<file path="src/rtl/redmule_z_collector_pkg.sv">
// Shared types for the RedMulE Z collector.
//   z_buffer_flgs_t : full/empty tile-boundary pulses to the controller
//   zcol_state_e    : collector phase (FILL captures rows, DRAIN streams them out)
//   zbuf_strb_w()   : byte-strobe width of one output row
package redmule_pkg;

    typedef struct packed {
        logic full;
        logic empty;
    } z_buffer_flgs_t;

    typedef enum logic {
        FILL  = 1'b0,
        DRAIN = 1'b1
    } zcol_state_e;

    function automatic int unsigned zbuf_strb_w(input int unsigned data_w,
                                                input int unsigned elems);
        return elems * data_w / 8;
    endfunction

endpackage

</file>
<file path="src/rtl/redmule_z_collector_if.sv">
// Row stream from the Z collector to the Z store streamer.
//   data  : one drained row (ROW_ELEMS x DATA_W)
//   strb  : byte strobes for the valid elements of the row
//   valid : row valid, held with stable data until accepted
//   ready : streamer accepts the row
// modport master = collector side, modport slave = streamer side.
interface redmule_z_collector_if #(
    parameter int unsigned DATA_W    = 16,
    parameter int unsigned ROW_ELEMS = 4
) ();
    import redmule_pkg::*;

    localparam int unsigned STRB_W = zbuf_strb_w(DATA_W, ROW_ELEMS);

    logic [ROW_ELEMS*DATA_W-1:0] data;
    logic [STRB_W-1:0]           strb;
    logic                        valid;
    logic                        ready;

    modport master (output data, strb, valid, input ready);
    modport slave  (input data, strb, valid, output ready);

endinterface

</file>
<file path="src/rtl/redmule_z_row_store.sv">
// DEPTH x row flop array with one write port and one registered read port.
//   clk_i, rst_ni, clear_i : clock, sync active-low reset, sync soft clear
//   we_i, waddr_i, wdata_i : write port
//   re_i, raddr_i          : read enable / address (caller passes next read pointer)
//   rdata_o                : registered read data, zero after reset/clear
// Storage itself is not reset; only the read register is.
module redmule_z_row_store #(
    parameter int unsigned ROW_W = 64,
    parameter int unsigned DEPTH = 8,
    parameter int unsigned AW    = (DEPTH > 1) ? $clog2(DEPTH) : 1
) (
    input  logic             clk_i,
    input  logic             rst_ni,
    input  logic             clear_i,
    input  logic             we_i,
    input  logic [AW-1:0]    waddr_i,
    input  logic [ROW_W-1:0] wdata_i,
    input  logic             re_i,
    input  logic [AW-1:0]    raddr_i,
    output logic [ROW_W-1:0] rdata_o
);

    logic [DEPTH-1:0][ROW_W-1:0] mem_q;
    logic [ROW_W-1:0]            rdata_q;

    always_ff @(posedge clk_i) begin
        if (we_i) mem_q[waddr_i] <= wdata_i;
    end

    // A one-row tile writes slot 0 in the same cycle it starts draining it,
    // so forward the write data into the read register in that case.
    always_ff @(posedge clk_i) begin
        if (!rst_ni || clear_i)
            rdata_q <= '0;
        else if (re_i)
            rdata_q <= (we_i && waddr_i == raddr_i) ? wdata_i : mem_q[raddr_i];
    end

    assign rdata_o = rdata_q;

endmodule

</file>
<file path="src/rtl/redmule_z_collector.sv">
// Output-side tile buffer between the RedMulE engine and the Z store streamer.
// Captures one row per accepted fill until the programmed row count is
// reached, pulses full, drains the rows over a valid/ready stream, then
// pulses empty and returns to capturing.
//   clk_i, rst_ni, clear_i : clock, sync active-low reset, sync soft clear
//   clk_en_i, fill_i, row_i: capture enable, capture strobe, engine row
//   rows_i, cols_i         : rows per tile / valid elements per row (0 = max)
//   z_o                    : drained row stream (master)
//   flgs_o, ovf_o          : full/empty pulses, sticky dropped-fill flag
//   drop_cnt_o             : saturating dropped-fill count when
//                            REDMULE_ZBUF_DROP_CNT_EN is defined, else 0
module redmule_z_collector
    import redmule_pkg::*;
#(
    parameter  int unsigned DATA_W    = 16,
    parameter  int unsigned ROW_ELEMS = 4,
    parameter  int unsigned DEPTH     = 8,
    localparam int unsigned CNT_W     = $clog2(DEPTH + 1),
    localparam int unsigned COL_W     = $clog2(ROW_ELEMS + 1)
) (
    input  logic                        clk_i,
    input  logic                        rst_ni,
    input  logic                        clear_i,
    input  logic                        clk_en_i,
    input  logic                        fill_i,
    input  logic [ROW_ELEMS*DATA_W-1:0] row_i,
    input  logic [CNT_W-1:0]            rows_i,
    input  logic [COL_W-1:0]            cols_i,
    redmule_z_collector_if.master       z_o,
    output z_buffer_flgs_t              flgs_o,
    output logic                        ovf_o,
    output logic [15:0]                 drop_cnt_o
);

    localparam int unsigned ROW_W  = ROW_ELEMS * DATA_W;
    localparam int unsigned AW     = (DEPTH > 1) ? $clog2(DEPTH) : 1;
    localparam int unsigned BPE    = DATA_W / 8;
    localparam int unsigned STRB_W = zbuf_strb_w(DATA_W, ROW_ELEMS);

    zcol_state_e      state_q, state_d;
    logic [CNT_W-1:0] wr_ptr_q, wr_ptr_d, rd_ptr_q, rd_ptr_d;
    logic [CNT_W-1:0] rows_lat_q, rows_lat_d, rows_eff, rows_cur;
    logic [COL_W-1:0] cols_lat_q, cols_lat_d, cols_eff;
    logic             full_q, full_d, empty_q, empty_d, ovf_q, ovf_d;
    logic             wr_en, last_wr, hs, last_rd, drop, soft_rst;
    logic [ROW_W-1:0] rdata;
    logic [STRB_W-1:0] strb;

    assign soft_rst = !rst_ni || clear_i;

    always_comb begin
        rows_eff = (rows_i == '0 || rows_i > CNT_W'(DEPTH)) ? CNT_W'(DEPTH) : rows_i;
        cols_eff = (cols_i == '0 || cols_i > COL_W'(ROW_ELEMS)) ? COL_W'(ROW_ELEMS) : cols_i;
        // Tile geometry comes from the ports only on the first row of a tile.
        rows_cur = (wr_ptr_q == '0) ? rows_eff : rows_lat_q;
        wr_en    = (state_q == FILL) && fill_i && clk_en_i;
        last_wr  = wr_en && (wr_ptr_q + CNT_W'(1) == rows_cur);
        hs       = (state_q == DRAIN) && z_o.ready;
        last_rd  = hs && (rd_ptr_q == rows_lat_q - CNT_W'(1));
        drop     = (state_q == DRAIN) && fill_i && clk_en_i;
    end

    always_comb begin
        state_d    = state_q;
        wr_ptr_d   = wr_ptr_q;
        rd_ptr_d   = rd_ptr_q;
        rows_lat_d = rows_lat_q;
        cols_lat_d = cols_lat_q;
        full_d     = last_wr;
        empty_d    = last_rd;
        ovf_d      = ovf_q | drop;
        case (state_q)
            FILL: if (wr_en) begin
                if (wr_ptr_q == '0) begin
                    rows_lat_d = rows_eff;
                    cols_lat_d = cols_eff;
                end
                if (last_wr) begin
                    wr_ptr_d = '0;
                    rd_ptr_d = '0;
                    state_d  = DRAIN;
                end else begin
                    wr_ptr_d = wr_ptr_q + CNT_W'(1);
                end
            end
            DRAIN: if (hs) begin
                if (last_rd) begin
                    rd_ptr_d = '0;
                    wr_ptr_d = '0;
                    state_d  = FILL;
                end else begin
                    rd_ptr_d = rd_ptr_q + CNT_W'(1);
                end
            end
            default: state_d = FILL;
        endcase
    end

    always_ff @(posedge clk_i) begin
        if (soft_rst) begin
            state_q    <= FILL;
            wr_ptr_q   <= '0;
            rd_ptr_q   <= '0;
            rows_lat_q <= '0;
            cols_lat_q <= '0;
            full_q     <= 1'b0;
            empty_q    <= 1'b0;
            ovf_q      <= 1'b0;
        end else begin
            state_q    <= state_d;
            wr_ptr_q   <= wr_ptr_d;
            rd_ptr_q   <= rd_ptr_d;
            rows_lat_q <= rows_lat_d;
            cols_lat_q <= cols_lat_d;
            full_q     <= full_d;
            empty_q    <= empty_d;
            ovf_q      <= ovf_d;
        end
    end

    // Reading at the next read pointer keeps the output register one step
    // ahead, so the first row is presented in the cycle DRAIN is entered.
    redmule_z_row_store #(.ROW_W(ROW_W), .DEPTH(DEPTH), .AW(AW)) i_store (
        .clk_i   (clk_i),
        .rst_ni  (rst_ni),
        .clear_i (clear_i),
        .we_i    (wr_en),
        .waddr_i (wr_ptr_q[AW-1:0]),
        .wdata_i (row_i),
        .re_i    (state_d == DRAIN),
        .raddr_i (rd_ptr_d[AW-1:0]),
        .rdata_o (rdata)
    );

    always_comb begin
        strb = '0;
        for (int e = 0; e < ROW_ELEMS; e++)
            if (state_q == DRAIN && COL_W'(e) < cols_lat_q) strb[e*BPE +: BPE] = '1;
    end

    assign z_o.data  = rdata;
    assign z_o.strb  = strb;
    assign z_o.valid = (state_q == DRAIN);
    assign flgs_o    = '{full: full_q, empty: empty_q};
    assign ovf_o     = ovf_q;

`ifdef REDMULE_ZBUF_DROP_CNT_EN
    logic [15:0] drop_cnt_q;
    always_ff @(posedge clk_i) begin
        if (soft_rst)
            drop_cnt_q <= '0;
        else if (drop && drop_cnt_q != 16'hFFFF)
            drop_cnt_q <= drop_cnt_q + 16'd1;
    end
    assign drop_cnt_o = drop_cnt_q;
`else
    assign drop_cnt_o = '0;
`endif

endmodule
</file>
<file path="src/flat_wrapper.sv">
// flat-port wrapper written by rule: the top's interface ports become plain ports
module redmule_z_collector_flat import redmule_pkg::*;
#(
    parameter  int unsigned DATA_W    = 16,
    parameter  int unsigned ROW_ELEMS = 4,
    parameter  int unsigned DEPTH     = 8,
    localparam int unsigned CNT_W     = $clog2(DEPTH + 1),
    localparam int unsigned COL_W     = $clog2(ROW_ELEMS + 1)
)
  (clk_i, rst_ni, clear_i, clk_en_i, fill_i, row_i, rows_i, cols_i, flgs_o, ovf_o, drop_cnt_o, z_o_data, z_o_strb, z_o_valid, z_o_ready);
  redmule_z_collector_if #(.DATA_W(DATA_W), .ROW_ELEMS(ROW_ELEMS)) z_o_i ();
  input  logic clk_i;
  input  logic rst_ni;
  input  logic clear_i;
  input  logic clk_en_i;
  input  logic fill_i;
  input  logic [ROW_ELEMS*DATA_W-1:0] row_i;
  input  logic [CNT_W-1:0] rows_i;
  input  logic [COL_W-1:0] cols_i;
  output z_buffer_flgs_t flgs_o;
  output logic ovf_o;
  output logic [15:0] drop_cnt_o;
  output wire logic [$bits(z_o_i.data)-1:0] z_o_data;
  output wire logic [$bits(z_o_i.strb)-1:0] z_o_strb;
  output wire logic [$bits(z_o_i.valid)-1:0] z_o_valid;
  input wire logic [$bits(z_o_i.ready)-1:0] z_o_ready;
  assign z_o_data = z_o_i.data;
  assign z_o_strb = z_o_i.strb;
  assign z_o_valid = z_o_i.valid;
  assign z_o_i.ready = z_o_ready;
  redmule_z_collector #(.DATA_W(DATA_W), .ROW_ELEMS(ROW_ELEMS), .DEPTH(DEPTH)) u_core (.clk_i(clk_i), .rst_ni(rst_ni), .clear_i(clear_i), .clk_en_i(clk_en_i), .fill_i(fill_i), .row_i(row_i), .rows_i(rows_i), .cols_i(cols_i), .z_o(z_o_i), .flgs_o(flgs_o), .ovf_o(ovf_o), .drop_cnt_o(drop_cnt_o));
endmodule
</file>
<file path="config.mk">
export PLATFORM = sky130hd
export DESIGN_NAME = redmule_z_collector_flat
export DESIGN_NICKNAME = d
export VERILOG_FILES = /design/src/rtl/redmule_z_collector_pkg.sv /design/src/rtl/redmule_z_collector_if.sv /design/src/rtl/redmule_z_row_store.sv /design/src/rtl/redmule_z_collector.sv /design/src/flat_wrapper.sv
export SDC_FILE = /design/constraint.sdc
export NUM_CORES = 1
export LEC_CHECK = 0
export CORE_MARGIN = 2
export CORE_UTILIZATION = 53
export DETAILED_ROUTE_END_ITERATION = 10
export GPL_ROUTABILITY_DRIVEN = 0
export GPL_TIMING_DRIVEN = 0
export PLACE_DENSITY = 0.76
export SLEW_MARGIN = 20
export SYNTH_ARGS = -nofsm -noshare
export SYNTH_HDL_FRONTEND = slang
export SYNTH_SLANG_ARGS = --single-unit
</file>
<file path="constraint.sdc">
create_clock -name clk_i -period 8.87 [get_ports clk_i]
set_input_delay 2.2175 -clock clk_i [delete_from_list [all_inputs] [get_ports clk_i]]
set_output_delay 2.2175 -clock clk_i [all_outputs]
set_load 0.02 [all_outputs]
</file>
==> results of run 1 <==
-- where the power goes --
part | total [W] | switching (W) | internal (W)
registers | 0.00306 | 0.00000580 | 0.00306
logic | 0.000146 | 0.0000882 | 0.0000574
clock network | 0.00241 | 0.00100 | 0.00141
-- registers in the layout, indices dropped and copies added, names as in the netlist --
register                count
u_core.rd_ptr_q             4
u_core.empty_q              1
u_core.i_store.mem_q      512
u_core.z_o.valid            1
u_core.cols_lat_q           3
u_core.rows_lat_q           4
u_core.i_store.rdata_o     64
u_core.ovf_o                1
u_core.wr_ptr_q             4
u_core.full_q               1
-- path summary, 6_finish.rpt --
path              slack [ns]                               from                                 endpoint  cells past startpoint
setup / recovery        3.10                          rows_i[0]  u_core.i_store.rdata_o[50]$_SDFFE_PP0P_                     12
hold / removal          0.48  u_core.cols_lat_q[1]$_SDFFE_PP0P_        u_core.cols_lat_q[1]$_SDFFE_PP0P_                      2
setup reg to reg        4.19    u_core.wr_ptr_q[0]$_SDFFE_PP0P_  u_core.i_store.rdata_o[50]$_SDFFE_PP0P_                     14
hold reg to reg         0.48  u_core.cols_lat_q[1]$_SDFFE_PP0P_        u_core.cols_lat_q[1]$_SDFFE_PP0P_                      2
-- routing by layer --
layer  part of all wire  GRT usage  up-vias  wire, µm
li1                   -          -     6335         -
met1               0.41      0.317     7032     22200
met2               0.49      0.405      555     26600
met3              0.071     0.0422      136      3870
met4              0.032     0.0963        4      1760
met5            0.00040          0        -        22
-- synth_stat cells, drive strengths merged (7+ instances only) --
master,instances
xnor2,10
buf,75
dfxtp,83
nor3,9
clkbuf,47
a21oi,70
nand2,80
a211oi,67
a221o,64
and2,66
mux2i,68
nor2,30
a2111oi,64
inv,7
edfxtp,512
o2bb2ai,65
mux2,64
-- metrics by stage --
stage,area (µm²),TNS [ns],util,worst slack [ns],power (W)
after detailed placement,26300,0,0.608,2.59,0.00327
after global routing,28200,0,0.652,2.82,0.00576
after floorplan,23400,0,-,1.15,0.00317
after CTS,28200,0,0.652,3.13,0.00564
final,28200,0,0.652,3.10,0.00562
after global placement,25600,-921.99,0.592,-3.62,0.00326
-- layout make-up --
class | instances | area, µm² | share of cell area
Buffer | 122 | 684 | 0.0243
Sequential cell | 595 | 17000 | 0.604
Clock inverter | 25 | 231 | 0.00821
Multi-Input combinational cell | 743 | 5670 | 0.201
Timing Repair Buffer | 206 | 2160 | 0.0766
Clock buffer | 83 | 1660 | 0.0587
Antenna cell | 3 | 7.51 | 0.000266
Tap cell | 585 | 732 | 0.0259
Inverter | 7 | 26.3 | 0.000931
-- placed cells by master (no fill, tap or decap), drive strengths merged, types with 4 or more instances in the layout --
cell           netlist  routed
edfxtp             512     512
clkdlybuf4s50        0     151
clkbuf              47     130
buf                 75     130
dfxtp               83      83
nand2               80      80
a21oi               70      70
mux2i               68      68
a211oi              67      67
and2                66      66
o2bb2ai             65      65
a2111oi             64      64
a221o               64      64
mux2                64      64
nor2                30      30
clkinv               0      19
conb                 1      16
xnor2               10      10
nor3                 9       9
inv                  7       8
xor2                 5       5
nor2b                5       5
ha                   5       5
o21ai                5       5
o21a                 4       4
nand4                4       4
bufinv               0       4
-- worst reg2reg max path, delay by kind of cell, from the launching register on --
| kind | cells | cell delay [ns] |
|---|---|---|
| AO/OA/AOI/OAI | 5 | 2.32 |
| buffers and inverters | 5 | 1.10 |
| AND/OR/NAND/NOR | 3 | 0.71 |
| flip-flops | 1 | 0.31 |
| adder cells (fa/ha/maj) | 1 | 0.18 |
-- cell families (layout without fill, tap and decap cells) --
family / Yosys count / after routing / share of synthesized area
mux: 132 / 132 / 0.0602
fa+ha+maj: 5 / 5 / 0.00269
buf+inv: 129 / 443 / 0.0305
simple gates: 215 / 215 / 0.0462
flops: 595 / 595 / 0.731
compound gates: 360 / 360 / 0.123
other cells: 1 / 19 / 0.000161
xor+xnor: 15 / 15 / 0.00564
==> impl_metrics.csv, run 1 <==
group,metric,value,unit
global_routing,track_usage,0.242,
place,portBuffers,151,
timing,period_share,0.651,
global_routing,grt_antenna_before_repair,5,
yosys,synth_seq_area_share,0.731,
timing,clock_skew,0.0167,ns
yosys,synth_area,23300,µm²
clock_tree,cts_tree,"done",
place,dp_hpwl,35700,µm
timing,hold_ws,0.478,ns
timing,final-setup-viol-count,0,
critical_path,crit_type,"input pin to flip-flop",
clock_tree,clk_pin_slew,0.06,ns
global_routing,grt_pass1_vias,14200,
clock_tree,htreeDepth,2,
critical_path,path_max_fanout,10,
detailed_routing,vias,14100,
layout,nFillCells,2920,
yosys,ys_types,57,
layout,area_growth_syn_to_layout,21.1,%
power_and_ir_drop,cellPowerDensity,199,nW/µm²
clock_tree,numCtsBuffers,57,
yosys,synthTopCellsByArea,"edfxtp_1 (66%), dfxtp_1 (7.1%), mux2_2 (3.0%)",
detailed_routing,first_pass_iters,7,
clock_tree,cts-root-buf,"clkbuf_16",
floorplan,row_count,76,
yosys,synth_area_per_cell,16.0,µm²
floorplan,die_h,214,µm
critical_path,cp_top_family,"compound AO/OA/AOI/OAI gates",
detailed_routing,routedWlPerCell,23.0,µm
yosys,ys.flop_type,"edfxtp_1",
timing,fmax,173,MHz
critical_path,cp.arrival,6.32,ns
layout,drive_gt1_frac,0.166,
critical_path,max_stage_delay,0.85,ns
clock_tree,cts_sinks,595,
global_routing,grt_pass1_wl,82300,µm
timing,slew_viol_final,0,
flow_run,timing.max_cap.violations,0,
clock_tree,cts_max_path_buffers,3,
detailed_routing,drt.antenna.violating_nets,0,
clock_tree,cts_resized,0,
yosys,synth_top_area_share,0.660,
power_and_ir_drop,leakagePower,9.23,nW
timing,relSlewSlack,0.285,
detailed_routing,first_iter_violations,1205,
yosys,synth-edff-count,512,
critical_path,cp.required,9.42,ns
yosys,synthCells,1452,
hold_path,hp-class,"flip-flop to flip-flop",
floorplan,ios,169,
critical_path,critPathSlowestCell,"a31oi_2",
critical_path,cp-end-kind,"flip-flop",
detailed_routing,viasPerCell,5.94,
clock_tree,clkLatencyLatePin,0.61,ns
yosys,async_flop_share,0,
yosys,synth_top_area_cell,"edfxtp_1",
global_routing,grt_max_degree,22,
timing,period_minus_slack,5.77,ns
detailed_routing,routed_wl,54500,µm
layout,layoutNonFillerInstCount,2369,
place,dp_cells,2258,
timing,hold_violations,0,
detailed_routing,drc,0,
global_routing,overflow,0,
timing,rsz0062_at_grt,"no",
layout,finalNetCount,1814,
yosys,synth_seq_cells,595,
floorplan,die-width,214,µm
floorplan,die_area,45600,µm²
timing,tightest_slew,1.07,ns
power_and_ir_drop,ir_drop,0.159,mV
floorplan,core,43300,µm²
critical_path,crit_chain,"clkdlybuf4s50_1 -> nor3_1 -> or2_2 -> o311ai_2 -> and4_4 -> buf_6 -> nor4b_1 -> a31oi_2 -> buf_2 -> a211oi_1 -> a2111oi_0 -> a221o_1",
critical_path,start_kind,"input pin",
run_status,status,"finished, final reports clean",
critical_path,crit_buf_inv,3,
clock_tree,postCtsHoldBufs,0,
yosys,yosys_warnings,0,
floorplan,start_util,0.538,
clock_tree,post-cts-setup-buffers,0,
No activity file was read; power rests on OpenSTA's default activity.
==> inputs of run 2 (changes only) <==
Clock period 8.87 ns to 5 ns, I/O delays scaled along.
==> impl_metrics.csv, run 2 (synthesis results as in run 1) <==
group,metric,value,unit
timing,hold_violations,0,
global_routing,overflow,0,
flow_run,timing.max_cap.violations,0,
critical_path,path_max_fanout,10,
timing,hold_ws,0.474,ns
layout,registers.top_by_ff_count,"u_core.i_store.mem_q",
hold_path,hold_path_depth,2,
timing,final-setup-viol-count,0,
layout,design_area,28400,µm²
timing,setup_tns,0,ns
layout,area_growth_syn_to_layout,21.7,%
clock_tree,clkLatencyLatePin,0.61,ns
power_and_ir_drop,power_frac_comb,0.025,
timing,slew_viol_final,0,
layout,drive_gt1_frac,0.166,
global_routing,grt_antenna_before_repair,5,
place,dp_hpwl,35800,µm
layout,mostFrequentLayoutCells,"edfxtp_1 (512), clkdlybuf4s50_1 (151), dfxtp_1 (83)",
floorplan,ios,169,
power_and_ir_drop,p_int,0.00836,W
power_and_ir_drop,power_frac_seq,0.526,
place,post_dp_cell_area,26300,µm²
timing,relSlewSlack,0.329,
layout,finalNetCount,1806,
power_and_ir_drop,ir_drop,0.309,mV
floorplan,die-width,214,µm
place,portBuffers,151,
timing,period_share,0.963,
critical_path,reg2reg_to,"u_core.i_store.rdata_o[3]$_SDFFE_PP0P_",
floorplan,die_area,45600,µm²
clock_tree,cts_sinks,595,
clock_tree,post-cts-setup-buffers,0,
timing,rsz0062_at_grt,"no",
timing,clock_skew,0.0255,ns
hold_path,hp-class,"flip-flop to flip-flop",
detailed_routing,routedWlPerCell,23.4,µm
layout,mostFrequentLayoutCell,"edfxtp_1",
power_and_ir_drop,p_sw,0.00197,W
power_and_ir_drop,cellPowerDensity,364,nW/µm²
detailed_routing,drc,0,
hold_path,hold_path_startpoint,"u_core.cols_lat_q[1]$_SDFFE_PP0P_",
power_and_ir_drop,clkPwrFrac,0.449,
clock_tree,clk_pin_slew,0.06,ns
power_and_ir_drop,swShare,0.191,
clock_tree,postCtsHoldBufs,0,
detailed_routing,first_iter_violations,1474,
detailed_routing,viasPerCell,5.97,
clock_tree,cts_tree,"done",
timing,fmax,208,MHz
clock_tree,numCtsBuffers,57,
critical_path,cp.required,5.54,ns
critical_path,crit_type,"input pin to flip-flop",
floorplan,row_count,76,
critical_path,cp-end-kind,"flip-flop",
floorplan,core,43300,µm²
critical_path,cp.arrival,5.36,ns
layout,nFillCells,2921,
timing,period_minus_slack,4.82,ns
layout,final_util,0.655,
hold_path,min_to,"u_core.cols_lat_q[1]$_SDFFE_PP0P_",
critical_path,r2r_slack,0.35,ns
detailed_routing,vias,14100,
clock_tree,cts_resized,0,
run_status,status,"finished, final reports clean",
clock_tree,cts-root-buf,"clkbuf_16",
global_routing,grt_pass1_wl,83100,µm
detailed_routing,routed_wl,55200,µm
critical_path,r2r_cells,14,
floorplan,die_h,214,µm
global_routing,grt_max_degree,22,
critical_path,start_kind,"input pin",
detailed_routing,first_pass_iters,5,
timing,tightest_slew,1.00,ns
clock_tree,htreeDepth,2,
clock_tree,cts_max_path_buffers,3,
power_and_ir_drop,leakagePower,9.27,nW
floorplan,start_util,0.538,
critical_path,timing.rr.start,"u_core.wr_ptr_q[0]$_SDFFE_PP0P_",
global_routing,track_usage,0.244,
layout,largest_reg_flops,512,
detailed_routing,drt.antenna.violating_nets,0,
global_routing,grt_pass1_vias,14000,
-- run 2: cell types whose count changed in the layout (fill, tap and decap cells not counted), sizes merged --
cell	before	now
diode	3	4
buf	130	122
clkinv	19	20
clkbuf	130	120
clkinvlp	1	3
bufinv	4	11
-- run 2: power groups by stage --
stage	logic (W)	registers [W]	clock network, W
6_report	0.000262	0.00543	0.00464
3_3_place_gp	0.000235	0.00554	0
4_1_cts	0.000261	0.00543	0.00468
3_5_place_dp	0.000259	0.00554	0
2_1_floorplan	0.0000857	0.00554	0
5_1_grt	0.000281	0.00543	0.00490
-- run 2: final cells by class --
class	instances	area [µm²]	area share
antenna	4	10.0	0.000353
buffer	122	684	0.0241
clock buffer	73	1610	0.0567
clock inverter	35	455	0.0161
inverter	7	26.3	0.000926
multi-input combinational	743	5690	0.201
sequential	595	17000	0.601
tap	585	732	0.0258
timing repair buffer	198	2120	0.0747
-- run 2: how the worst max path moves through the flow --
stage	cells past startpoint	endpoint	from	slack [ns]
floorplan	4	u_core.i_store.mem_q[256]$_DFFE_PP_	clk_en_i	-1.75
global placement	5	u_core.i_store.mem_q[282]$_DFFE_PP_	clk_en_i	-6.30
detailed placement	12	u_core.i_store.rdata_o[48]$_SDFFE_PP0P_	rows_i[2]	-0.45
CTS	12	u_core.i_store.rdata_o[50]$_SDFFE_PP0P_	rows_i[2]	0.16
global route	12	u_core.i_store.rdata_o[50]$_SDFFE_PP0P_	rows_i[1]	0.05
finish	12	u_core.i_store.rdata_o[3]$_SDFFE_PP0P_	rows_i[2]	0.18
-- run 2: metal layers --
metal | global-route usage | wire length [µm] | vias to the layer above
met5 | 0 | 28 | -
li1 | - | - | 6331
met2 | 0.406 | 27400 | 628
met4 | 0.0917 | 1500 | 4
met1 | 0.324 | 22100 | 7008
met3 | 0.0444 | 4250 | 124
-- run 2: critical path: stages --
cell and delay, ns:
clkdlybuf4s50_1 0.48, nor3_1 0.06, or2_2 0.29, o311ai_2 0.36, nand4_1 0.24, nand3b_1 0.18
o22a_1 0.18, clkbuf_1 0.56, clkbuf_1 0.57, o2bb2ai_1 0.16, a2111oi_0 0.82, a221o_1 0.20
-- run 2: through the flow --
| stage | std cells | worst slack (ns) | total power, W |
|---|---|---|---|
| 2_1_floorplan | 1467 | -1.75 | 0.00563 |
| 3_3_place_gp | 2203 | -6.30 | 0.00578 |
| 3_5_place_dp | 2250 | -0.454 | 0.00580 |
| 4_1_cts | 2358 | 0.157 | 0.0104 |
| 5_1_grt | 2361 | 0.0542 | 0.0106 |
| 6_report | 2362 | 0.183 | 0.0103 |
